File: src/rtl/lab3_pkg.sv
// Shared definitions for the Lab 3 self-test sequencer.
//   state_t   : sequencer states (IDLE, SETTLE, SAMPLE, FINISH)
//   VEC_COUNT : number of input vectors swept (all 4-bit combinations)
//   VEC_W     : width of a vector index
//   RES_W     : width of one captured result word {out1,out2,out3}
package lab3_pkg;

    localparam int VEC_COUNT = 16;
    localparam int VEC_W     = 4;
    localparam int RES_W     = 3;

    localparam logic [VEC_W-1:0] LAST_VEC = 4'd15;

    typedef enum logic [1:0] {
        IDLE   = 2'd0,
        SETTLE = 2'd1,
        SAMPLE = 2'd2,
        FINISH = 2'd3
    } state_t;

    // A vector fails when any bit of the captured word differs from golden,
    // so a vector with several wrong bits still counts as one error.
    function automatic logic word_mismatch(input logic [RES_W-1:0] got,
                                           input logic [RES_W-1:0] want);
        return (got != want);
    endfunction

endpackage

File: src/rtl/lab3_golden.sv
// Golden model of the Lab 3 four-input logic unit.
//   idx      in  4 : vector index, a=idx[3], b=idx[2], c=idx[1], d=idx[0]
//   expected out 3 : {g1,g2,g3} the unit must produce for that vector
module lab3_golden
    import lab3_pkg::*;
(
    input  logic [VEC_W-1:0] idx,
    output logic [RES_W-1:0] expected
);

    logic a_s;
    logic b_s;
    logic c_s;
    logic d_s;
    logic g1_s;
    logic g2_s;
    logic g3_s;

    // Expected unit outputs from the reference equations.
    always_comb begin
        a_s      = idx[3];
        b_s      = idx[2];
        c_s      = idx[1];
        d_s      = idx[0];
        g2_s     = (a_s & c_s) | (b_s & d_s);
        g3_s     = (a_s | ~c_s) & (~b_s | d_s);
        g1_s     = g2_s | g3_s;
        expected = {g1_s, g2_s, g3_s};
    end

endmodule

File: src/rtl/lab3_sweep_ctrl.sv
// Self-test sequencer for the Lab 3 four-input logic unit. On start it walks
// all 16 input vectors, holds each for SETTLE_CYCLES, samples the unit
// outputs, compares them with the golden model and records the results.
// Ports:
//   clk, rst_n            : clock (rising edge), asynchronous active-low reset
//   start, stop           : begin a sweep (IDLE only) / abort a running sweep
//   a_o, b_o, c_o, d_o    : unit inputs, the current vector index bits 3..0
//   out1_i, out2_i, out3_i: unit outputs
//   busy, done, aborted   : sweep running / completion pulse / abort pulse
//   pass                  : no mismatches, valid from done until next start
//   err_count             : number of mismatching vectors (0..16)
//   first_fail_vec/valid  : lowest failing vector and its valid flag
//   rd_addr, rd_data      : combinational read port of the 16x3 result file
module lab3_sweep_ctrl
    import lab3_pkg::*;
#(
    parameter int SETTLE_CYCLES = 2
) (
    input  logic             clk,
    input  logic             rst_n,
    input  logic             start,
    input  logic             stop,
    output logic             a_o,
    output logic             b_o,
    output logic             c_o,
    output logic             d_o,
    input  logic             out1_i,
    input  logic             out2_i,
    input  logic             out3_i,
    output logic             busy,
    output logic             done,
    output logic             aborted,
    output logic             pass,
    output logic [4:0]       err_count,
    output logic [VEC_W-1:0] first_fail_vec,
    output logic             first_fail_valid,
    input  logic [VEC_W-1:0] rd_addr,
    output logic [RES_W-1:0] rd_data
);

    // Counter reload: SETTLE runs until the counter has counted down to zero,
    // so loading SETTLE_CYCLES-1 gives exactly SETTLE_CYCLES cycles there.
    localparam logic [3:0] SETTLE_LOAD = 4'(SETTLE_CYCLES - 1);

    state_t              state_r;
    logic [VEC_W-1:0]    vec_idx_r;
    logic [3:0]          settle_cnt_r;
    logic                busy_r;
    logic                done_r;
    logic                aborted_r;
    logic                pass_r;
    logic [4:0]          err_count_r;
    logic [VEC_W-1:0]    first_fail_vec_r;
    logic                first_fail_valid_r;
    logic [RES_W-1:0]    result_r [VEC_COUNT];

    logic [RES_W-1:0]    sample_s;
    logic [RES_W-1:0]    golden_s;
    logic                mismatch_s;
    logic                wr_en_s;

    lab3_golden u_golden (
        .idx      (vec_idx_r),
        .expected (golden_s)
    );

    // Sample word, comparison result and result-file write strobe.
    always_comb begin
        sample_s   = {out1_i, out2_i, out3_i};
        mismatch_s = word_mismatch(sample_s, golden_s);
        if ((state_r == SAMPLE) && !stop) begin
            wr_en_s = 1'b1;
        end else begin
            wr_en_s = 1'b0;
        end
    end

    // Sweep sequencer: vector stepping, settle timing, error bookkeeping.
    always_ff @(posedge clk or negedge rst_n) begin
        if (!rst_n) begin
            state_r            <= IDLE;
            vec_idx_r          <= 4'd0;
            settle_cnt_r       <= 4'd0;
            busy_r             <= 1'b0;
            done_r             <= 1'b0;
            aborted_r          <= 1'b0;
            pass_r             <= 1'b0;
            err_count_r        <= 5'd0;
            first_fail_vec_r   <= 4'd0;
            first_fail_valid_r <= 1'b0;
        end else begin
            done_r    <= 1'b0;
            aborted_r <= 1'b0;
            case (state_r)
                IDLE: begin
                    // stop has priority over a simultaneous start
                    if (start && !stop) begin
                        state_r            <= SETTLE;
                        vec_idx_r          <= 4'd0;
                        settle_cnt_r       <= SETTLE_LOAD;
                        err_count_r        <= 5'd0;
                        first_fail_vec_r   <= 4'd0;
                        first_fail_valid_r <= 1'b0;
                        pass_r             <= 1'b0;
                        busy_r             <= 1'b1;
                    end
                end
                SETTLE: begin
                    if (stop) begin
                        state_r   <= IDLE;
                        busy_r    <= 1'b0;
                        aborted_r <= 1'b1;
                    end else if (settle_cnt_r == 4'd0) begin
                        state_r <= SAMPLE;
                    end else begin
                        settle_cnt_r <= settle_cnt_r - 4'd1;
                    end
                end
                SAMPLE: begin
                    if (stop) begin
                        // abort edge: the sample is discarded
                        state_r   <= IDLE;
                        busy_r    <= 1'b0;
                        aborted_r <= 1'b1;
                    end else begin
                        if (mismatch_s) begin
                            err_count_r <= err_count_r + 5'd1;
                            if (!first_fail_valid_r) begin
                                first_fail_vec_r   <= vec_idx_r;
                                first_fail_valid_r <= 1'b1;
                            end
                        end
                        if (vec_idx_r == LAST_VEC) begin
                            state_r <= FINISH;
                            busy_r  <= 1'b0;
                        end else begin
                            vec_idx_r    <= vec_idx_r + 4'd1;
                            settle_cnt_r <= SETTLE_LOAD;
                            state_r      <= SETTLE;
                        end
                    end
                end
                FINISH: begin
                    // start is not looked at here, so a held start cannot retrigger
                    done_r  <= 1'b1;
                    pass_r  <= (err_count_r == 5'd0);
                    state_r <= IDLE;
                end
                default: begin
                    state_r <= IDLE;
                    busy_r  <= 1'b0;
                end
            endcase
        end
    end

    // Result file: one captured word per vector, overwritten during each sweep.
    always_ff @(posedge clk or negedge rst_n) begin
        if (!rst_n) begin
            for (int i = 0; i < VEC_COUNT; i++) begin
                result_r[i] <= 3'b000;
            end
        end else if (wr_en_s) begin
            result_r[vec_idx_r] <= sample_s;
        end
    end

    assign a_o              = vec_idx_r[3];
    assign b_o              = vec_idx_r[2];
    assign c_o              = vec_idx_r[1];
    assign d_o              = vec_idx_r[0];
    assign busy             = busy_r;
    assign done             = done_r;
    assign aborted          = aborted_r;
    assign pass             = pass_r;
    assign err_count        = err_count_r;
    assign first_fail_vec   = first_fail_vec_r;
    assign first_fail_valid = first_fail_valid_r;
    assign rd_data          = result_r[rd_addr];

endmodule

File: config.mk
export PLATFORM = sky130hd
export DESIGN_NAME = lab3_sweep_ctrl
export DESIGN_NICKNAME = d
export VERILOG_FILES = /design/src/rtl/lab3_pkg.sv /design/src/rtl/lab3_golden.sv /design/src/rtl/lab3_sweep_ctrl.sv
export SDC_FILE = /design/constraint.sdc
export NUM_CORES = 1
export LEC_CHECK = 0
export CORE_ASPECT_RATIO = 1.75
export CORE_MARGIN = 3
export CORE_UTILIZATION = 30
export CTS_CLUSTER_SIZE = 20
export DETAILED_ROUTE_END_ITERATION = 16
export HOLD_SLACK_MARGIN = 0.06
export PLACE_DENSITY = 0.5
export SKIP_LAST_GASP = 1
export SYNTH_ARGS = -nofsm -noshare
export SYNTH_HDL_FRONTEND = slang
export SYNTH_SLANG_ARGS = --single-unit
File: constraint.sdc
create_clock -name clk -period 3.25 [get_ports clk]
set_input_delay 0.4875 -clock clk [delete_from_list [all_inputs] [get_ports clk]]
set_output_delay 0.4875 -clock clk [all_outputs]
set_load 0.02 [all_outputs]
### After elaboration in Yosys (flattened, before gate mapping)

Index checks and enable logic that the tools add are counted.

* add/subtract/negate cells: 3
* $mul: 0
* divide/modulo/power cells: 0
* magnitude comparators: 3
* equality and inequality tests: 15
* shift operators: 0
* muxes and demuxes: 44
* bitwise logic cells: 11
* reduce and logical (&&, ||, !) cells: 18

Operators by type and width (count)
* bitwise mux 48 bit: 1
* 2-to-1 mux 4 bit: 11
* != test 2 bit, second input constant: 8
* case mux 4 bit (2 select lines): 2
* 2-to-1 mux 5 bit: 3
* binary-select mux 3 bit (select 4 bit): 1
* demux 3 bit (select 4 bit): 1
* case mux 4 bit (3 select lines): 1
* AND reduction 4 bit: 3
* 2-to-1 mux 1 bit: 11
* >= comparator 5 bit, second input constant: 2
* 2-to-1 mux 2 bit: 5
* NOT 4 -> 5 bit: 2
* case mux 5 bit (2 select lines): 1
* 2-to-1 mux 3 bit: 3
* case mux 2 bit (4 select lines): 1
* AND reduction 6 bit: 1
* adder 5 x 1 -> 5 bit, second input constant: 1
* logical NOT 5 bit: 1
* < comparator 5 x 1 -> 1 bit, second input constant: 1
* AND reduction 5 bit: 1
* adder 4 x 1 -> 4 bit, second input constant: 1
* == test 2 bit, second input constant: 2
* == test 4 bit, second input constant: 1
* 18 further kinds: 29

* bits in registers: 72
* latch bits: 0
* memory bits (writable): 0
* ROM bits: 0
* memories: 0

### Longest topological paths before layout

Gate-level depths: netlist (run 1).

* word-level depth: 8
* gate-level depth with buffers: 9
* mapped depth without buffers: 8

### Modules after synthesis

A second synthesis (run 1) with hierarchy kept.

* cell total of the unflattened synthesis: 313
* area total of the unflattened synthesis: 3779.9 µm²

Modules (own cells, without submodules)
* lab3_sweep_ctrl: times used 1, cells each 305, area each 3724.8 µm², seq. area each 1801.7 µm²
* lab3_golden: times used 1, cells each 8, area each 55.1 µm², seq. area each 0.0 µm²

### Worst setup path after synthesis (run 1)

Ideal clock, no wire load.

* kind: in2out
* start point: input port rd_addr[0]
* end point: output port rd_data[0]
* arrival time: 1824 ps
* path slack: 939 ps
* cell stages on the path: 3
* buffers on the path: 1
* path through: buf_2 mux4_2 mux4_2

* word-level cells in the longest chain between the ends: 4

Ends and longest elaborated chain
* start, declared: line lab3_sweep_ctrl.sv:37 `input logic [VEC_W-1:0] rd_addr,`
* NOT 4 -> 5 bit (not written as such): line lab3_sweep_ctrl.sv:179 `assign rd_data = result_r[rd_addr];`
* binary-select mux 3 bit (select 4 bit): line lab3_sweep_ctrl.sv:179
* 2-to-1 mux 3 bit (not written as such) (2 in series): line lab3_sweep_ctrl.sv:179
* end, declared: line lab3_sweep_ctrl.sv:38 `output logic [RES_W-1:0] rd_data`

No other way between the ends. The select of a mux whose other input is x is not followed.

### Worst setup path in the final report (run 1)

Same ends and word-level chain as after synthesis.

==> flow_metrics.tcl, run 1 <==
set metrics [dict create \
    outcome "finished, final reports clean" \
    post_cts_buffers 0 \
    power.leakage_nw 2.04 \
    ant_nets 0 \
    met2_usage_pct 25.1 \
    hold_ws_ns 0.241 \
    drtIter0Drc 75 \
    io_buffers 31 \
    crit_end "rd_data[0]" \
    syn_nets 324 \
    final_common_cell "dfrtp_1" \
    hold_viol 0 \
    cp-end-kind "output port" \
    numCtsBuffers 9 \
    yosysTopAreaCell "dfrtp_1" \
    maxCapViolations 0 \
    via_per_inst 4.81 \
    slew_headroom_pct 47.1 \
    dp_hpwl_um 6640 \
    cts.sinks 72 \
    start_kind "input pin" \
    synth_area_leaders "dfrtp_1, mux2_2, mux4_2" \
    setup_viol 0 \
    die_h_um 154 \
    crit_type "in2out" \
    synthArstFlopShare_pct 100 \
    ios 32 \
    firstDrtPassIters 4 \
    crit_required_ns 2.76 \
    ys.flop_type "dfrtp_1" \
    grt_overflow 0 \
    initial_core_util_pct 31.0 \
    syn_area_um2 3740 \
    cts_root_buffer "clkbuf_16" \
    clock_insertion_delay_worst_skew_ns 0.33 \
    synth_edf_count 0 \
    drv_slew 0 \
    fmax_mhz 347 \
    fp.dieArea_um2 13900 \
    cp-startpoint "rd_addr[0]" \
    cts.path.max_buffers 2 \
    drc_errors 0 \
    synth_cell_types 49 \
    yosys_warnings 0 \
    htreeDepth 3 \
    detail_route.wl_per_cell_um 17.5 \
    grt.met1_usage_pct 15.2 \
    grt_max_degree 40 \
    layout.nets 359 \
    synth.ff_latch_count 72 \
    skew_ns 0.00427 \
    vias 2435 \
    mostFrequentLayoutCells "dfrtp_1, mux2_2, nand2_1" \
    hold_class "in2async" \
    use_met3_pct 3.62 \
    worst_slew_pin_slew_ns 0.794 \
    reg2regPathDepth 7 \
    grt_pass1_vias 2693 \
    power.total_w 0.00267 \
    routed_wl_um 8870 \
    gp_congestion 0.779 \
    period_needed_ns 2.89 \
    syn_avg_cell_area_um2 12.4 \
    core_um2 12100 \
    finalSetupTns_ns 0 \
    syn-instance-count 301 \
    area_delta_synth_final_pct 21.5 \
    cts_tree "built" \
    yosysSeqAreaShare_pct 48.2 \
    ir_drop_v 0.000258 \
    crit_fanout 12 \
    antenna_found_initial 0 \
    ff2ff_setup_slack_ns 0.98 \
    diodes 0 \
    drive_gt1_share_pct 28.4 \
    p_per_area_nw_per_um2 589 \
    die_w_um 90.4 \
    row_count 53 \
    period_share_pct 88.8 \
    synth_top_area_share_pct 48.2 \
    busiest_layer "met2" \
    grt_pass1_wl_um 14600 \
    grtUsageTotal_pct 13.9 \
    timing.rr.start "state_r[0]" \
    rsz0062_at_grt "no" \
    cp.arrival_ns 2.40 \
    r2r_end "result_r[22]" \
    clk_pin_slew_ns 0.05 \
]
cells in the mapped netlist, types with 3 or more instances:
cell type	number
dfrtp_1	72
mux2_2	48
nand2_1	32
mux4_2	15
nor2_1	13
ha_1	12
inv_1	12
o21ai_0	12
nand3_1	10
mux2i_1	7
buf_2	6
clkbuf_1	5
and2_1	4
a21oi_1	3
nand2b_1	3
nor3_1	3
nor3b_1	3
o2bb2ai_1	3
xor2_1	3
area by class of cell:
cell class,count,area (um2)
clock buffer,13,250
clock inverter,3,17.5
fill,1220,7530
inverter,14,52.6
multi-input combinational,201,1810
sequential,72,1800
tap,165,206
timing repair buffer,38,403
metal layers:
layer  share of wire [%]  up-vias
met3                 3.4       15
li1                    -     1148
met4                 2.2        0
met5                   0        -
met2                  55       48
met1                  40     1224
registers in the layout (all words and copies together) (netlist names):
name	flops
err_count	5
first_fail_valid	1
aborted	1
done	1
settle_cnt_r	4
vec_idx_r	4
result_r	48
state_r	2
pass	1
busy	1
first_fail_vec	4
what timing repair did:
item                                    in CTS  in global routing
endpoints found under the setup margin       0                  3
hold buffers                                 0                  0
hold endpoints to repair                     0                  0
gates resized for setup                      0                  3
power breakdown:
group / total [W] / internal, W / switching (W)
Clock: 0.000899 / 0.000535 / 0.000364
Sequential: 0.00110 / 0.00100 / 0.0000953
Combinational: 0.000678 / 0.000304 / 0.000374
Total: 0.00267 / 0.00184 / 0.000832
cells by family after synthesis:
kind of cell	Yosys count	synth area share, %
simple gates	84	12.0
mux	70	25.4
buf+inv	28	3.42
fa+ha+maj	12	4.02
compound gates	30	5.83
xor+xnor	5	1.17
flops	72	48.2
worst max-delay path: stages:
cell and delay, ns:
clkdlybuf4s50_1 0.51, buf_12 0.17, mux4_2 0.51, mux4_2 0.49, dlymetal6s2s_1 0.22
per-stage QoR:
| step | utilization [%] | worst slack, ns | instance area (um2) | cells |
|---|---|---|---|---|
| CTS | 37.5 | 0.0124 | 4530 | 506 |
| finish | 37.6 | 0.365 | 4540 | 506 |
| global route | 37.6 | 0.303 | 4540 | 506 |
| global placement | 35.3 | 0.0172 | 4260 | 490 |
| detailed placement | 35.3 | 0.0235 | 4260 | 490 |
| floorplan | - | 0.939 | 3740 | 301 |
how the worst min path moves through the flow:
stage                    start           endpoint  cells after the start
5_1_grt                  rst_n       vec_idx_r[0]                      1
4_1_cts                  rst_n  first_fail_vec[0]                      1
3_5_place_dp   settle_cnt_r[1]    settle_cnt_r[1]                      2
2_1_floorplan            rst_n            aborted                      0
6_report                 rst_n       vec_idx_r[0]                      1
3_3_place_gp   settle_cnt_r[1]    settle_cnt_r[1]                      2
Note: power is estimated with default switching activity, not from simulation.
==> inputs of run 2 (changes only) <==
--- a/config.mk
+++ b/config.mk
@@ -12,6 +12,7 @@
 export DETAILED_ROUTE_END_ITERATION = 16
 export HOLD_SLACK_MARGIN = 0.06
 export PLACE_DENSITY = 0.5
+export RECOVER_POWER = 25
 export SKIP_LAST_GASP = 1
 export SYNTH_ARGS = -nofsm -noshare
 export SYNTH_HDL_FRONTEND = slang
==> flow_metrics.tcl, run 2 (synthesis gave the netlist of run 1 again) <==
set metrics [dict create \
    use_met3_pct 3.62 \
    r2r_end "result_r[22]" \
    placed_cell_area_um2 4260 \
    path_depth 5 \
    ant_nets 0 \
    drv_slew 35 \
    ios 32 \
    crit_end "rd_data[2]" \
    skew_ns 0.00437 \
    worst_path_max_delay_cell "mux4_2" \
    hold_buffers 0 \
    worst_slew_pin_slew_ns 1.82 \
    dp_hpwl_um 6640 \
    grt_max_degree 40 \
    timing.critical_path.buf_inv 3 \
    setup_viol 0 \
    reg2regPathDepth 7 \
    io_buffers 31 \
    initial_core_util_pct 31.0 \
    drc_errors 0 \
    grtUsageTotal_pct 13.9 \
    cts.sinks 72 \
    crit_fanout 12 \
    hold_viol 0 \
    outcome "finished, violations left" \
    cp-end-kind "output port" \
    crit_top_cell "mux4_2" \
    slew_headroom_pct -21.0 \
    period_needed_ns 2.89 \
    cp.arrival_ns 2.40 \
    finalSetupTns_ns 0 \
    fp.dieArea_um2 13900 \
    mostFrequentLayoutCells "dfrtp_1, mux2_2, nand2_1" \
    die_w_um 90.4 \
    ir_drop_v 0.000258 \
    cts_tree "built" \
    cts_root_buffer "clkbuf_16" \
    vias 2436 \
    die_h_um 154 \
    core_um2 12100 \
    final_area_um2 4520 \
    clock_insertion_delay_worst_skew_ns 0.33 \
    routed_wl_um 8840 \
    drive_gt1_share_pct 28.2 \
    busiest_layer "met2" \
    rsz0062_at_grt "no" \
    final_common_cell "dfrtp_1" \
    grt_pass1_wl_um 14600 \
    cp-startpoint "rd_addr[0]" \
    period_share_pct 88.8 \
    firstDrtPassIters 4 \
    crit_type "in2out" \
    cp_top_family "multiplexers" \
    violations "capacitance limit, slew limit" \
    htreeDepth 3 \
    fmax_mhz 347 \
    min_delay_path_depth 2 \
    fill_cells 1219 \
    start_kind "input pin" \
    crit_required_ns 2.76 \
    slowest_delay_ns 0.52 \
    hold_class "reg2reg" \
    power.total_w 0.00267 \
    worstPathCellList "clkdlybuf4s50_1, buf_12, mux4_2, mux4_2, dlymetal6s2s_1" \
    power.leakage_nw 2.03 \
    maxCapViolations 1 \
    drtIter0Drc 57 \
    grt_overflow 0 \
    numCtsBuffers 9 \
    diodes 0 \
    timing.rr.start "state_r[0]" \
    grt_pass1_vias 2693 \
    largest_reg_flops 48 \
    via_per_inst 4.81 \
    antenna_found_initial 0 \
    met2_usage_pct 25.1 \
    layout.nets 359 \
    regMostFlops "result_r" \
    gp_congestion 0.779 \
    row_count 53 \
    p_per_area_nw_per_um2 590 \
    area_delta_synth_final_pct 21.0 \
    detail_route.wl_per_cell_um 17.5 \
    clk_pin_slew_ns 0.05 \
    grt.met1_usage_pct 15.2 \
    cts.path.max_buffers 2 \
    hold_ws_ns 0.483 \
    ff2ff_setup_slack_ns 0.98 \
]
[run 2: changes by cell type in the layout (fill, tap and decap cells not counted), sizes merged]
| cell | previous run | this run |
|---|---|---|
| buf | 8 | 6 |
| clkbuf | 13 | 15 |
[run 2: worst min-delay path: stages, from the launching register on]
cell,delay [ns]
dfrtp_1,0.33
nand2_1,0.04
o21ai_0,0.07
[run 2: worst min-delay path by stage]
stage                         start                end  slack, ns
floorplan                     rst_n            aborted       0.19
global placement    settle_cnt_r[1]    settle_cnt_r[1]       0.47
detailed placement  settle_cnt_r[1]    settle_cnt_r[1]       0.48
CTS                           rst_n  first_fail_vec[0]       0.26
global route        settle_cnt_r[0]    settle_cnt_r[0]       0.52
finish              settle_cnt_r[1]    settle_cnt_r[1]       0.48
[run 2: report_power, final]
part	switching (W)	leakage (nW)	internal, W
clock	0.000364	0.130	0.000535
sequential	0.0000952	0.988	0.00100
combinational	0.000373	0.910	0.000302
[run 2: routing by layer]
layer	wire, um	vias up
met3	305	13
met5	0	-
li1	-	1147
met2	4860	48
met1	3480	1228
met4	191	0
[run 2: per-stage QoR]
stage / util, % / instances / worst slack, ns
floorplan: - / 301 / 0.939
global placement: 35.3 / 490 / 0.0172
detailed placement: 35.3 / 490 / 0.0235
CTS: 37.5 / 506 / 0.0124
global route: 37.5 / 506 / 0.286
finish: 37.5 / 506 / 0.365
[run 2: cell type report]
class / count / area [um2] / share of cell area [%]
multi-input cells: 201 / 1810 / 40.0
flip-flops and latches: 72 / 1800 / 39.8
repair buffers: 38 / 387 / 8.55
clock buffers: 13 / 250 / 5.53
well taps: 165 / 206 / 4.57
inverters: 14 / 52.6 / 1.16
clock inverters: 3 / 17.5 / 0.387
[run 2: what timing repair did]
action / in CTS / in global routing
endpoints found under the setup margin: 0 / 3
hold endpoints to repair: 0 / 0
setup buffers: 0 / 0
resized for setup: 0 / 3
